==> config.mk <==
export PLATFORM = sky130hd
export DESIGN_NAME = sw_alloc
export DESIGN_NICKNAME = d
export VERILOG_FILES = /design/src/rtl/sw_alloc.sv
export SDC_FILE = /design/constraint.sdc
export NUM_CORES = 1
export LEC_CHECK = 0
export ABC_AREA = 1
export BUFFER_PORTS_ARGS = -buffer_cell sky130_fd_sc_hd__buf_4
export CORE_UTILIZATION = 50
export CTS_CLUSTER_SIZE = 24
export DETAILED_ROUTE_END_ITERATION = 6
export HOLD_SLACK_MARGIN = 0.05
export PLACE_DENSITY = 0.7
export SYNTH_ARGS = -nofsm -noshare
export SYNTH_HDL_FRONTEND = slang
export SYNTH_SLANG_ARGS = --single-unit
==> constraint.sdc <==
create_clock -name clk -period 3.8 [get_ports clk]
set_input_delay 0.57 -clock clk [delete_from_list [all_inputs] [get_ports clk]]
set_output_delay 0.57 -clock clk [all_outputs]
set_load 0.05 [all_outputs]
==> src/rtl/sw_alloc.sv <==
// Switch allocator: five outputs, each arbitrated round-robin among the inputs
// naming it; a won output stays locked to its owner until that owner's tail or request drop.
module sw_alloc #(
    parameter int ROUTERID = 0
) (
    input  logic        clk,
    input  logic        rst_,
    input  logic [4:0]  req,
    input  logic [14:0] port,
    input  logic [4:0]  tail,
    input  logic [4:0]  avail,
    output logic [24:0] grt,
    output logic [4:0]  busy,
    output logic [4:0]  perr
);

    typedef enum logic {
        IDLE   = 1'b0,
        LOCKED = 1'b1
    } state_e;

    state_e     state_q [5];
    state_e     state_d [5];
    logic [2:0] owner_q [5];
    logic [2:0] owner_d [5];
    logic [2:0] ptr_q   [5];
    logic [2:0] ptr_d   [5];

    logic [4:0] owns;        // owns[i]: input i currently holds some output
    logic [4:0] cand [5];    // cand[o][i]: input i competes for output o
    logic [4:0] found;
    logic [2:0] win  [5];
    logic [7:0] req_ext;
    logic [7:0] tail_ext;

    // ROUTERID only tags the instance for trace; it never reaches the logic.
    if (ROUTERID >= 0) begin : g_router_id
    end

    assign req_ext  = {3'b000, req};
    assign tail_ext = {3'b000, tail};

    always_comb begin
        perr = '0;
        owns = '0;
        for (int i = 0; i < 5; i++) begin
            perr[i] = req[i] && (port[3*i +: 3] >= 3'd5);
            for (int o = 0; o < 5; o++) begin
                if (state_q[o] == LOCKED && owner_q[o] == 3'(i)) begin
                    owns[i] = 1'b1;
                end
            end
        end
        for (int o = 0; o < 5; o++) begin
            cand[o] = '0;
            for (int i = 0; i < 5; i++) begin
                cand[o][i] = req[i] && (port[3*i +: 3] == 3'(o)) && !owns[i];
            end
        end
    end

    // Scan ptr, ptr+1, ... modulo 5 and take the first candidate.
    always_comb begin
        logic [3:0] idx;
        found = '0;
        idx   = '0;
        for (int o = 0; o < 5; o++) begin
            win[o] = '0;
            for (int k = 0; k < 5; k++) begin
                idx = {1'b0, ptr_q[o]} + 4'(k);
                if (idx >= 4'd5) begin
                    idx = idx - 4'd5;
                end
                for (int j = 0; j < 5; j++) begin
                    if (!found[o] && cand[o][j] && (4'(j) == idx)) begin
                        found[o] = 1'b1;
                        win[o]   = 3'(j);
                    end
                end
            end
        end
    end

    always_comb begin
        for (int o = 0; o < 5; o++) begin
            state_d[o] = state_q[o];
            owner_d[o] = owner_q[o];
            ptr_d[o]   = ptr_q[o];
            case (state_q[o])
                IDLE: begin
                    if (avail[o] && found[o]) begin
                        state_d[o] = LOCKED;
                        owner_d[o] = win[o];
                        ptr_d[o]   = (win[o] == 3'd4) ? 3'd0 : win[o] + 3'd1;
                    end
                end
                LOCKED: begin
                    // Release at this edge; no re-arbitration until the next one.
                    if (!req_ext[owner_q[o]] || tail_ext[owner_q[o]]) begin
                        state_d[o] = IDLE;
                    end
                end
                default: state_d[o] = IDLE;
            endcase
        end
    end

    always_ff @(posedge clk) begin
        if (!rst_) begin
            for (int o = 0; o < 5; o++) begin
                state_q[o] <= IDLE;
                owner_q[o] <= '0;
                ptr_q[o]   <= '0;
            end
        end else begin
            for (int o = 0; o < 5; o++) begin
                state_q[o] <= state_d[o];
                owner_q[o] <= owner_d[o];
                ptr_q[o]   <= ptr_d[o];
            end
        end
    end

    always_comb begin
        grt  = '0;
        busy = '0;
        for (int o = 0; o < 5; o++) begin
            busy[o] = (state_q[o] == LOCKED);
            for (int i = 0; i < 5; i++) begin
                grt[5*i + o] = (state_q[o] == LOCKED) && (owner_q[o] == 3'(i));
            end
        end
    end

endmodule

# ---- Yosys cells after proc, flatten, opt, wreduce, memory -nomap -nowiden
# Memories as Yosys holds them, arrays and structs flattened.
# Cells that the tools add are included.
dict set report word_totals {
  out_inout_bits 35
  memories 3
  wordCells 1125
  register_bits 0
  ram_bits 35
  input_bits 32
}
# memory words word_bits read_ports rd_ports_with_merged_regs wr line
set memory_table {}
lappend memory_table {owner_q 5 3 5 0 5 24} ;# logic [2:0] owner_q [5];
lappend memory_table {ptr_q 5 3 5 0 5 26} ;# logic [2:0] ptr_q [5];
lappend memory_table {state_q 5 1 5 0 5 22} ;# state_e state_q [5];
dict set report op_classes {
  n_eq_ne 145
  addsub 50
  reduce_logical 500
  n_bitwise 20
  mux 372
  magnitude_cmp 35
}
# cell count
set ops {}
lappend ops {{$mux W3} 148}
lappend ops {{$logic_and A1 B1 Y1} 330}
lappend ops {{$eq A2 B4 Y1 const A} 50}
lappend ops {{$mux W1} 182}
lappend ops {{$logic_not A1 Y1} 130}
lappend ops {{$eq A1 B4 Y1 const A} 25}
lappend ops {{$eq A3 B4 Y1 const A} 25}
lappend ops {{$logic_not A4 Y1} 25}
lappend ops {{$mux W4} 25}
lappend ops {{$ge A4 B3 Y1 const B} 20}
lappend ops {{$sub A4 B3 Y4 const B} 20}
lappend ops {{$eq A3 B2 Y1 const B} 20}
lappend ops {{$eq A3 B3 Y1 const B} 15}
lappend ops {{$add A3 B2 Y4 const B} 10}
lappend ops {{$bmux W1 S3} 10}
lappend ops {{$eq A3 B1 Y1 const B} 10}
lappend ops {{$ge A3 B3 Y1 const B} 10}
lappend ops {{$logic_not A3 Y1} 10}
lappend ops {{$add A3 B1 Y4 const B} 5}
lappend ops {{$add A3 B3 Y4 const B} 5}
lappend ops {{$lt A3 B4 Y1 const B} 5}
lappend ops {{$sub A3 B3 Y4 const B} 5}
lappend ops {{$add A3 B1 Y3 const B} 5}
lappend ops {{$or A1 B1 Y1} 15}
lappend ops {{other kinds (4)} 17}

# ---- Logic depth before layout (Yosys ltp)
# An unclocked memory read counts as a cell.
dict set report depth {
  word_depth 113
  mapped_depth 32
  mapped_depth_nobuf 32
}

# ---- Least setup slack after synthesis
# Ideal clock, no wire load.
dict set report synth_timing {
  path_kind {register to register}
  start {memory ptr_q[1][0] (netlist: ptr_q[0][3])}
  end {memory ptr_q[1][1] (netlist: ptr_q[0][4])}
  slack_ns -0.013
  path_buffers 0
  setup_time_ns 0.123
  synth_period_minus_slack_ns 3.813
  t_required_ns 3.677
  path_stages_with_launch 28
  arrival_time_ns 3.689
  path_cell_list {dfxtp_1 > clkinv_1 > ha_1 > ha_1 > inv_1 > o21ai_0 > o21ai_0 > nand2_2 > inv_1 > nand3_1 > nor2_1 > nor2_2 > nand2_2 > nor2_4 > nand4_4 > nor2_4 > nand4_4 > nor2_4 > nand4_4 > nor2_4 > nand4_4 > nor2_4 > nand2_1 > o21ai_2 > inv_1 > ha_1 > o21ai_1 > a21oi_2}
}
# element line
set synth_lines {}
lappend synth_lines {{start: declaration} 26}

==> results.txt <==
I/O Buffers -> 66
Post-synth EDFFs -> 0
Most common cell on crit path -> nor2_2
pre-CTS WS -> -0.110 ns
Post-Syn Area per Cell -> 5.83 µm²
number of max-cap violations -> 0
#FFs+latches synth -> 35
placed cells -> 1791
crit-path max FO -> 4
GRT overflow -> 0
CP Data Required Time -> 3.94 ns
Num CTS Buffers -> 5
count leader, synth -> nand2_1
Routability Congestion -> 0.936
final worst slack -> 0.0414 ns
Lkg Pwr -> 5.71 nW
Hold Path Class -> register to register
wire per inst -> 14.6 µm
ratio of cells with drive above 1 in the final layout -> 32.9%
syn_nets -> 1538
GRT Util Overall -> 28.5%
post-synth top area cell -> nand2_1
WL final -> 27000 µm
Seq. cell area -> 738 µm²
asr flop ratio synth -> 0%
count of nets after finishing -> 1733
Row Count -> 46
routed via count -> 10100
drc violations -> 0
RSZ-0062 raised after global routing -> true
min Tclk post-route -> 3.76 ns
Hold Vio Cnt, Final -> 0
die area -> 0.0172 mm²
post-synth cell types -> 60
first-pass GRT wire length -> 41100 µm
vias in the first global route -> 8790
Max Slew Vio Count -> 0
1st-pass router iterations -> 5
starting density of the core -> 51.9%
Critical Path AT -> 3.90 ns
maximum vdd drop -> 0.462 mV
f_max -> 266 MHz
largest net degree at the start of global routing -> 23
final std cells w/o fill -> 1846
Die X -> 131 µm
vias per cell -> 5.46
Top FF cell, synth -> dfxtp_1
# clock sinks -> 35
Setup CP Type -> register to register
sequential area share after synthesis -> 8.38%
final worst path period share -> 98.9%
Setup Viol. Count Final -> 0
Post-DRT Antenna Nets -> 0
CTS tree -> yes
status -> finished clean
clock tree buffer depth -> 2
Tot Pwr -> 7.20 mW
synth top area cells -> nand2_1 (13%), inv_1 (12%), ha_1 (10%), dfxtp_1 (8.4%), nor2_1 (7.4%)
power density cells -> 637 mW/mm²
slowest CP cell -> dfxtp_4
Post-Syn Area -> 0.00836 mm²
diode count -> 0
Fin Clk Skew -> 0.00544 ns
clk slew on worst S/H paths -> 0.06 ns
Worst path max stage delay -> 0.36 ns
hold_buf cts -> 0
final core occ -> 70.1%
htree depth -> 2
Synth Instances -> 1434
Synth top cells by count -> nand2_1 (279), inv_1 (272), nor2_1 (165)
crit end category -> register
num ports -> 67
area grow syn2layout -> 35.2%
Worst-Skew Late Latency -> 0.29 ns
multi-input logic area -> 0.00746 mm²
yosys warns -> 0
Post-DP Area -> 0.00973 mm²
Max transition margin -> 35.4%
fillers -> 1377
Slew @ Worst Pin -> 0.968 ns
clk root buf -> clkbuf_16
DR iter-0 viols -> 850
R2R Setup Slk -> 0.04 ns
startpoint types -> register
Die Y -> 131 µm
Post-DP HPWL -> 20700 µm
core area -> 0.0161 mm²
initial antenna violation count -> 0
Yosys top cell area share -> 12.5%
Design Area, Final -> 0.0113 mm²
kinds of logic after synthesis:
| logic type | share of synthesized area (%) |
|---|---|
| and+or+nand+nor | 48.4 |
| buffers and inverters | 13.9 |
| DFF | 8.38 |
| AOI/OAI and AO/OA | 13.8 |
| xor gates and xnor gates | 4.35 |
| adders and majority gates | 11.2 |
metrics by stage:
step / setup TNS (ns) / hold slack, ns
finish: 0 / 0.503
detailed placement: -0.519 / 0.496
floorplan: 0 / 0.480
global placement: 0 / 0.499
CTS: 0 / 0.506
global route: -2.10 / 0.536
cell type report:
class	instances	area share, %
clock buffer	5	1.11
timing repair buffer	200	13.9
clock inverter	3	0.133
inverter	290	9.87
tap	216	2.39
sequential	35	6.53
multi-input combinational	1097	66.0
critical path: cells and delay by family (launching register included):
| family | cells | cell delay, ns |
|---|---|---|
| simple gates | 20 | 2.05 |
| fa+ha+maj | 3 | 0.56 |
| buf+inv | 7 | 0.52 |
| flops | 1 | 0.36 |
| compound gates | 2 | 0.12 |
flip-flops by register name, indices dropped and copies added (netlist names):
register and cells:
ptr_q 15, state_q 5, owner_q 15
cell usage in the layout, fill, tap and decap left out, types with 6 or more instances in the layout:
cell,n
nor2_4,30
inv_4,11
inv_2,36
o21ai_1,18
nand4_4,14
buf_6,8
o21ai_0,40
a21oi_2,16
inv_1,243
o21ai_2,15
buf_4,188
nor2_2,27
ha_1,30
nor3_1,59
nand4_1,44
xor2_1,26
nor4_1,11
nand3_1,88
nand2_2,50
nand2_4,7
nand3_2,20
o211ai_1,6
nand2_1,251
o22ai_1,21
dfxtp_1,21
nor2_1,149
ha_2,12
nand4_2,9
dfxtp_4,8
dfxtp_2,6
ha_4,25
a21oi_1,46
nor3_2,7
worst paths after layout:
kind	startpoint	endpoint	depth (start not counted)
setup / recovery	ptr_q[0][10]$_SDFFE_PN0P_	ptr_q[0][11]$_SDFFE_PN0P_	32
hold / removal	owner_q[0][2]$_SDFFE_PN0P_	owner_q[0][2]$_SDFFE_PN0P_	2
setup reg to reg	ptr_q[0][10]$_SDFFE_PN0P_	ptr_q[0][11]$_SDFFE_PN0P_	32
hold reg to reg	owner_q[0][2]$_SDFFE_PN0P_	owner_q[0][2]$_SDFFE_PN0P_	2
where the power goes:
part,total [mW],switching (mW),internal [mW]
Combinational,6.17,3.78,2.39
Clock,0.409,0.170,0.239
Sequential,0.621,0.132,0.490
timing repair:
action                     in CTS  in global routing
pin swaps                       7                 96
setup endpoints to repair       8                 32
resized for setup              17                269
setup buffers                   5                 42
per-layer routing:
metal	track usage, %	share of wire (%)	vias up
met5	0	0	-
met4	5.04	1.4	0
met3	2.55	5.7	35
met2	48.0	48	343
met1	39.7	45	4628
li1	-	-	5078
(Power assumes the default switching activity.)
